## config.mk

```make
export PLATFORM = sky130hd
export DESIGN_NAME = dmem_arbiter
export DESIGN_NICKNAME = d
export VERILOG_FILES = /design/src/rtl/dmem_arb_pkg.sv /design/src/rtl/dmem_rd_return.sv /design/src/rtl/dmem_arbiter.sv
export SDC_FILE = /design/constraint.sdc
export NUM_CORES = 1
export LEC_CHECK = 0
export BUFFER_PORTS_ARGS = -buffer_cell sky130_fd_sc_hd__buf_4
export CAP_MARGIN = 5
export CORE_AREA = 5 5 114 116
export CTS_BUF_LIST = sky130_fd_sc_hd__clkbuf_4 sky130_fd_sc_hd__clkbuf_8 sky130_fd_sc_hd__clkbuf_16
export DETAILED_ROUTE_END_ITERATION = 12
export DIE_AREA = 0 0 119 121
export PLACE_DENSITY = 0.8
export SETUP_SLACK_MARGIN = 0.2
export SLEW_MARGIN = 20
export SYNTH_ARGS = -nofsm -noshare
export SYNTH_HDL_FRONTEND = slang
export SYNTH_HIERARCHICAL = 1
export SYNTH_SLANG_ARGS = --single-unit
```

## constraint.sdc

```tcl
create_clock -name CLK -period 1.31 [get_ports CLK]
set_input_delay 0.0655 -clock CLK [delete_from_list [all_inputs] [get_ports CLK]]
set_output_delay 0.0655 -clock CLK [all_outputs]
set_load 0.02 [all_outputs]
```

## src/rtl/dmem_arb_pkg.sv

```systemverilog
// rtl/dmem_arb_pkg.sv - shared owner/state types and defaults for the data-memory arbiter
package dmem_arb_pkg;

    typedef enum logic {
        OWN_CORE = 1'b0,
        OWN_LD   = 1'b1
    } owner_e;

    typedef enum logic [1:0] {
        ST_IDLE = 2'd0,
        ST_CORE = 2'd1,
        ST_LOCK = 2'd2
    } state_e;

    localparam int MAX_BURST_DEF = 8;

endpackage

```

## src/rtl/dmem_rd_return.sv

```systemverilog
// rtl/dmem_rd_return.sv - steers 1-cycle-latency memory read data back to its requester
module dmem_rd_return
    import dmem_arb_pkg::*;
#(
    parameter int DATA_W = 32
) (
    input  logic              clk,
    input  logic              rst,
    input  logic              issue,
    input  owner_e            issue_owner,
    input  logic [DATA_W-1:0] mem_rdata,
    output logic [DATA_W-1:0] core_rdata,
    output logic              core_rvalid,
    output logic [DATA_W-1:0] ld_rdata,
    output logic              ld_rvalid
);

    logic              rd_pend;
    owner_e            rd_owner;
    logic [DATA_W-1:0] core_hold;
    logic [DATA_W-1:0] ld_hold;

    // Track the read issued last cycle and remember each side's last returned word
    always_ff @(posedge clk) begin
        if (rst) begin
            rd_pend   <= 1'b0;
            rd_owner  <= OWN_CORE;
            core_hold <= '0;
            ld_hold   <= '0;
        end else begin
            rd_pend   <= issue;
            rd_owner  <= issue_owner;
            core_hold <= core_rdata;
            ld_hold   <= ld_rdata;
        end
    end

    // A return arriving while reset is asserted is dropped, not delivered
    always_comb begin
        core_rvalid = rd_pend && (rd_owner == OWN_CORE) && !rst;
        ld_rvalid   = rd_pend && (rd_owner == OWN_LD) && !rst;
        core_rdata  = core_rvalid ? mem_rdata : core_hold;
        ld_rdata    = ld_rvalid ? mem_rdata : ld_hold;
    end

endmodule

```

## src/rtl/dmem_arbiter.sv

```systemverilog
// rtl/dmem_arbiter.sv - core/loader data-memory arbiter with burst lock; optional ARB_PERF_CNT_EN counters
module dmem_arbiter
    import dmem_arb_pkg::*;
#(
    parameter int ADDR_W    = 32,
    parameter int DATA_W    = 32,
    parameter int MAX_BURST = MAX_BURST_DEF
) (
    input  logic              CLK,
    input  logic              RST,
    input  logic              core_req,
    input  logic              core_we,
    input  logic [ADDR_W-1:0] core_addr,
    input  logic [DATA_W-1:0] core_wdata,
    output logic              core_stall,
    output logic [DATA_W-1:0] core_rdata,
    output logic              core_rvalid,
    input  logic              ld_req,
    input  logic              ld_we,
    input  logic [ADDR_W-1:0] ld_addr,
    input  logic [DATA_W-1:0] ld_wdata,
    input  logic              ld_last,
    output logic              ld_gnt,
    output logic [DATA_W-1:0] ld_rdata,
    output logic              ld_rvalid,
    output logic              mem_writeEn,
    output logic              mem_readEn,
    output logic [ADDR_W-1:0] mem_addr,
    output logic [DATA_W-1:0] mem_wdata,
    input  logic [DATA_W-1:0] mem_rdata
`ifdef ARB_PERF_CNT_EN
    ,
    output logic [31:0]       perf_core_stall,
    output logic [31:0]       perf_ld_beats
`endif
);

    localparam int              CNT_W     = $clog2(MAX_BURST + 1);
    localparam logic [CNT_W-1:0] BURST_LIM = CNT_W'(MAX_BURST);

    state_e           state_q, state_d;
    logic [CNT_W-1:0] beat_cnt_q, beat_cnt_d;
    owner_e           last_owner_q, last_owner_d;
    logic             core_gnt;
    logic             lock_hold;

    // Arbitration state register; loader counts as last owner so the core wins the first tie
    always_ff @(posedge CLK) begin
        if (RST) begin
            state_q      <= ST_IDLE;
            beat_cnt_q   <= '0;
            last_owner_q <= OWN_LD;
        end else begin
            state_q      <= state_d;
            beat_cnt_q   <= beat_cnt_d;
            last_owner_q <= last_owner_d;
        end
    end

    // Same-cycle grant, memory command and next-state; the lock lapses once MAX_BURST beats are done
    always_comb begin
        core_gnt     = 1'b0;
        ld_gnt       = 1'b0;
        state_d      = state_q;
        beat_cnt_d   = beat_cnt_q;
        last_owner_d = last_owner_q;
        mem_writeEn  = 1'b0;
        mem_readEn   = 1'b0;
        mem_addr     = '0;
        mem_wdata    = '0;
        lock_hold    = (state_q == ST_LOCK) && (beat_cnt_q < BURST_LIM);

        if (!RST) begin
            if (lock_hold && ld_req) begin
                ld_gnt = 1'b1;
            end else if (core_req && ld_req) begin
                if (last_owner_q == OWN_CORE) begin
                    ld_gnt = 1'b1;
                end else begin
                    core_gnt = 1'b1;
                end
            end else if (core_req) begin
                core_gnt = 1'b1;
            end else if (ld_req) begin
                ld_gnt = 1'b1;
            end
        end

        if (core_gnt) begin
            state_d      = ST_CORE;
            beat_cnt_d   = '0;
            last_owner_d = OWN_CORE;
            mem_writeEn  = core_we;
            mem_readEn   = !core_we;
            mem_addr     = core_addr;
            mem_wdata    = core_wdata;
        end else if (ld_gnt) begin
            last_owner_d = OWN_LD;
            mem_writeEn  = ld_we;
            mem_readEn   = !ld_we;
            mem_addr     = ld_addr;
            mem_wdata    = ld_wdata;
            if (ld_last) begin
                state_d    = ST_IDLE;
                beat_cnt_d = '0;
            end else if (lock_hold) begin
                beat_cnt_d = beat_cnt_q + CNT_W'(1);
            end else begin
                state_d    = ST_LOCK;
                beat_cnt_d = CNT_W'(1);
            end
        end else begin
            state_d    = ST_IDLE;
            beat_cnt_d = '0;
        end

        core_stall = core_req && !core_gnt && !RST;
    end

    dmem_rd_return #(
        .DATA_W(DATA_W)
    ) u_rd_return (
        .clk        (CLK),
        .rst        (RST),
        .issue      ((core_gnt && !core_we) || (ld_gnt && !ld_we)),
        .issue_owner(ld_gnt ? OWN_LD : OWN_CORE),
        .mem_rdata  (mem_rdata),
        .core_rdata (core_rdata),
        .core_rvalid(core_rvalid),
        .ld_rdata   (ld_rdata),
        .ld_rvalid  (ld_rvalid)
    );

`ifdef ARB_PERF_CNT_EN
    // Saturating event counters for stalled core cycles and accepted loader beats
    always_ff @(posedge CLK) begin
        if (RST) begin
            perf_core_stall <= '0;
            perf_ld_beats   <= '0;
        end else begin
            if (core_stall && (perf_core_stall != '1)) begin
                perf_core_stall <= perf_core_stall + 32'd1;
            end
            if (ld_gnt && (perf_ld_beats != '1)) begin
                perf_ld_beats <= perf_ld_beats + 32'd1;
            end
        end
    end
`endif

endmodule
```

==> impl_metrics.toml, run 1 <==
[status]
status = "finished, violations left"
violations = "negative setup slack"

[route]
drc = 0
m1WireLength_um = 9780
drt_pre_antenna_iters = 5
routed.top_layer = "met4"
vias = 5966
drt_iter0_drc = 637
drt_wl_total_um = 29400
viasPerCell = 5.82
wl_per_cell_um = 28.6
drtAntennaViolNets = 0
routed-wl-met3_um = 2590
wl_met2_um = 14900

[synth]
synth_largest_area_cell = "dfxtp_1"
synth_simple_gate_area_frac = 0.156
synth_most_common_cell = "nand2_1"
synth_top_family_by_area = "compound AO/OA/AOI/OAI gates"
synth.top_cell.area_share = 0.363
postSynthCellCount = 470
syn-num-nets = 638
synthAdderAreaFrac = 0.00311
synth_seq_area_share = 0.363
async_reset_ff_frac = 0
synth_cell_types = 29
synth-edff-count = 0
yosys-top-cells-count = "nand2_1 (131), dfxtp_1 (73), a22o_1 (65)"
synth_area_leaders = "dfxtp_1 (36%), mux2_2 (18%), a22o_1 (14%)"
synth_compound_area_frac = 0.239
ys_seq_elements = 73
postSynthAreaPerCell_um2 = 8.57
synth_xor_area_frac = 0.00435
synth_area_um2 = 4030
yosys_warnings = 6
synthFlopType = "dfxtp_1"
synthMuxAreaShare = 0.179

[place]
place_inst = 914
dpl-instance-area_um2 = 7250
io_buffers = 300
place_congestion = 0.997
dp_hpwl_um = 15300

[clocking]
tritoncts = "done"
cts.reportedPaths.clkPinSlew_ns = 0.06
cts-root-buf = "clkbuf_16"
cts_buffers = 9
cts_max_path_buffers = 2
clock_latency_ns = 0.34
h-tree-depth = 3
clock_sinks = 73

[critical_path]
path_max_fanout = 12
cp-start-kind = "flip-flop"
critPathKind = "reg2out"
crit_chain = "nor3b_4, a2111oi_4, buf_6, buf_12, buf_12, a22o_4, buf_6"
crit_arrival_ns = 1.97
slowest_delay_ns = 0.39
cp_data_required_time_ns = 1.24
slowest_stage = "a2111oi_4"
endpoint_kind = "output pin"

[floorplan]
coreArea_um2 = 11800
die_w_um = 119
initial_core_util = 0.341
dieArea_um2 = 14400
ios = 301
rows = 40
die_y_um = 121

[power_and_ir_drop]
p_int_mw = 5.03
p_comb_frac = 0.364
switchingPower_mw = 2.22
total_leakage_power_nw = 5.04
sw_frac_of_total = 0.306
ir_drop_mv = 0.443
clockPowerShare = 0.317
p_per_area_nw_per_um2 = 688
seqPwrFrac = 0.319

[sta]
worst_slew_pin_slew_ns = 0.773
min_period_over_period = 1.55
maxSlewViolCount = 0
period_needed_ns = 2.03
tns_ns = -89.64
fmax_mhz = 492
fin_ws_ns = -0.721
slew_headroom = 0.485
setup_viol = 207
finalHoldWorstSlack_ns = 0.00492
skew_ns = 0.00546
finalHoldViolCount = 0
grt_setup_unrepaired = "true"

[cells_and_area]
layout.cells.non_filler = 1025
regArea_um2 = 1470
fill_cells = 452
fin_area_um2 = 10500
num_antenna_cells = 0
utilization = 0.892
multiInputGateArea_um2 = 3860
area_growth_syn_to_layout_pct = 162
nets = 1042
layout-drive-gt1-share = 0.805

[hold_path]
min_path_type = "in2reg"

[grt]
grt_pass1_vias = 5921
grt_overflow = 0
grtUsageTotal = 0.317
antenna_found_initial = 0
grt_max_degree = 45
grt_pass1_wl_um = 34800

[job]
drv_cap = 0
## placed cells by master (no fill, tap or decap), drive strengths merged
master         n
a22o          65
nor2b          5
or3b           1
nand2b         2
nand2        131
clkbuf        14
xor2           1
nand3          1
a21oi         64
and3           1
ha             1
mux2          64
o21ai          1
nor4           3
o2bb2ai        2
and2           1
dlygate4sd3   29
clkinv         5
buf          402
inv            4
a2111oi        1
a221o          1
a211oi         1
dfxtp         73
nor3b          2
nor2           1
xnor2          1
nand3b         1
## area by class of cell
class,instances,area share
Tap cell,147,0.0175
Sequential cell,73,0.140
Timing Repair Buffer,434,0.449
Clock buffer,11,0.0234
Clock inverter,4,0.00190
Inverter,5,0.00249
Multi-Input combinational cell,351,0.366
## per-stage QoR
stage | setup WS, ns | power, mW
after detailed placement | -0.300 | 4.19
after CTS | -0.639 | 6.88
after global routing | -0.775 | 7.47
after floorplan | -0.0586 | 3.21
final | -0.721 | 7.25
after global placement | -0.258 | 4.16
## path summary, 6_finish.rpt
kind | slack, ns | endpoint | start | cells after the start
hold reg to reg | 0.47 | u_rd_return/core_hold[21] | u_rd_return/core_hold[21] | 2
hold / removal | 0.005 | u_rd_return/ld_hold[4] | mem_rdata[4] | 3
setup / recovery | -0.72 | mem_addr[5] | state_q[1] | 7
setup reg to reg | -0.46 | u_rd_return/rd_pend | state_q[1] | 8
## cells by family (layout without fill, tap and decap cells)
family	Yosys count	count (layout)
AO/OA/AOI/OAI	135	135
XOR/XNOR	2	2
adder cells (fa/ha/maj)	1	1
buffers and inverters	46	454
flip-flops	73	73
multiplexers	64	64
AND/OR/NAND/NOR	149	149
## critical path, delay by kind of cell (launching register included)
| kind | cells | cell delay [ns] |
|---|---|---|
| simple gates | 1 | 0.17 |
| compound gates | 2 | 0.52 |
| flops | 1 | 0.32 |
| buf+inv | 4 | 0.61 |
## sequential cells by signal, indices dropped and copies added, names as in the netlist
signal                 flops
state_q                    2
beat_cnt_q                 4
u_rd_return/rd_owner       1
u_rd_return/ld_hold       32
u_rd_return/core_hold     32
last_owner_q               1
u_rd_return/rd_pend        1
## metal layers
layer / global-route usage / up-vias
li1: - / 2493
met4: 0.162 / 0
met1: 0.314 / 2845
met3: 0.107 / 157
met5: 0 / -
met2: 0.586 / 471
## timing repair
action,CTS,global route
pin swaps,13,116
setup endpoints to repair,204,207
endpoints found under the hold margin,41,1
gates cloned,20,3
setup buffers,31,13
gates resized for setup,217,248
hold buffers,28,1
## power by group through the flow
stage / sequential, mW / clock, mW / combinational (mW)
after floorplan: 2.34 / 0 / 0.874
after global placement: 2.34 / 0 / 1.82
after global routing: 2.32 / 2.43 / 2.72
after detailed placement: 2.34 / 0 / 1.85
final: 2.31 / 2.30 / 2.64
after CTS: 2.30 / 2.26 / 2.33
(Power assumes the default switching activity.)
==> run 2, diff against run 1 <==
- CAP_MARGIN: 5 -> 20
- SKIP_CTS_REPAIR_TIMING: not set -> 1
==> impl_metrics.toml, run 2 (synthesis results as in run 1) <==
[status]
status = "finished, violations left"
violations = "negative setup slack"

[critical_path]
cp-start-kind = "flip-flop"
crit_arrival_ns = 1.91
path_max_fanout = 6
cp_common_cell = "buf_6"
crit_chain = "nor3b_4, a2111oi_4, buf_6, clkbuf_16, buf_6, a22o_4, buf_6"
slowest_delay_ns = 0.33
critPathKind = "reg2out"
slowest_stage = "dfxtp_2"
cp_data_required_time_ns = 1.24
endpoint_kind = "output pin"

[grt]
antenna_found_initial = 1
grtUsageTotal = 0.246
grt_max_degree = 45
grt_overflow = 0
grt_pass1_wl_um = 27800
grt_pass1_vias = 4970

[power_and_ir_drop]
total_leakage_power_nw = 4.58
p_per_area_nw_per_um2 = 732
ir_drop_mv = 0.525

[place]
io_buffers = 300
dp_hpwl_um = 15300
place_congestion = 0.997
dp_slack_ns = -0.300
dpl-instance-area_um2 = 7250
place_inst = 914

[cells_and_area]
fill_cells = 684
final_common_cell = "buf_4"
layout-drive-gt1-share = 0.773
num_antenna_cells = 0
fin_area_um2 = 9420
top_regs = "u_rd_return/core_hold x32, u_rd_return/ld_hold x32, beat_cnt_q x4"
final_cell_mix = "buf_4 (200), buf_6 (134), nand2_1 (72)"
area_growth_syn_to_layout_pct = 134
layout.cells.non_filler = 969
nets = 986

[route]
drt_iter0_drc = 287
vias = 5347
drt_pre_antenna_iters = 5
drtAntennaViolNets = 0
drc = 0
drt_wl_total_um = 24100
wl_per_cell_um = 24.9
viasPerCell = 5.52

[sta]
period_needed_ns = 1.98
finalHoldViolCount = 0
grt_setup_unrepaired = "true"
fmax_mhz = 505
maxSlewViolCount = 0
fin_ws_ns = -0.669
slew_headroom = 0.520
min_period_over_period = 1.51
skew_ns = 0.00540
setup_viol = 162
worst_slew_pin_slew_ns = 0.719

[floorplan]
initial_core_util = 0.341
die_y_um = 121
coreArea_um2 = 11800
die_w_um = 119
dieArea_um2 = 14400
ios = 301
rows = 40

[clocking]
cts_buffers = 9
cts-root-buf = "clkbuf_16"
cts.reportedPaths.clkPinSlew_ns = 0.06
h-tree-depth = 3
tritoncts = "done"
clock_latency_ns = 0.34
cts_max_path_buffers = 2
clock_sinks = 73

[job]
drv_cap = 0

[hold_path]
min_path_type = "in2reg"
[run 2: changes by cell type in the layout (fill, tap and decap cells not counted), sizes merged]
cell	before	now
buf	402	353
clkbuf	14	27
dlygate4sd3	29	9
[run 2: through the flow]
step / utilization / setup TNS [ns] / total power [mW] / hold WS, ns
final: 0.798 / -71.18 / 6.90 / 0.000810
after global routing: 0.798 / -77.86 / 7.10 / -0.000884
after CTS: 0.637 / -68.20 / 6.41 / -0.0871
after detailed placement: 0.614 / -19.39 / 4.19 / 0.269
after global placement: 0.614 / -16.55 / 4.16 / 0.268
after floorplan: - / -3.58 / 3.21 / 0.137
[run 2: final timing paths]
check / cells after the start / to / slack [ns] / from
max: 7 / mem_wdata[26] / -0.67 / state_q[0]
min: 3 / u_rd_return/ld_hold[17] / 0.0008 / mem_rdata[17]
max reg2reg: 6 / u_rd_return/rd_pend / -0.26 / state_q[1]
min reg2reg: 2 / u_rd_return/core_hold[23] / 0.46 / u_rd_return/core_hold[23]
[run 2: worst max-delay path: cells and delay by family, from the launching register on]
family                 cells  cell delay, ns
AOI/OAI and AO/OA          2            0.34
buffers and inverters      4            0.58
DFF                        1            0.33
and+or+nand+nor            1            0.31
[run 2: layout make-up]
class,count,area [um2],share of cell area
Inverter,5,23.8,0.00252
Multi-Input combinational cell,351,3620,0.384
Timing Repair Buffer,378,3860,0.410
Clock inverter,4,20.0,0.00212
Sequential cell,73,1470,0.156
Tap cell,147,184,0.0195
Clock buffer,11,246,0.0262
[run 2: power breakdown]
part           internal (mW)  switching (mW)  leakage, nW  total, mW
Clock                   1.33           0.935        0.138       2.26
Sequential              2.27          0.0315        0.592       2.30
Combinational           1.25            1.08         3.85       2.33
Total                   4.85            2.05         4.58       6.90
[run 2: metal layers]
layer,vias up,GRT usage,share of wire
met5,-,0,0.00054
met4,2,0.0847,0.047
met3,86,0.0867,0.079
met2,321,0.448,0.53
met1,2565,0.262,0.34
li1,2373,-,-
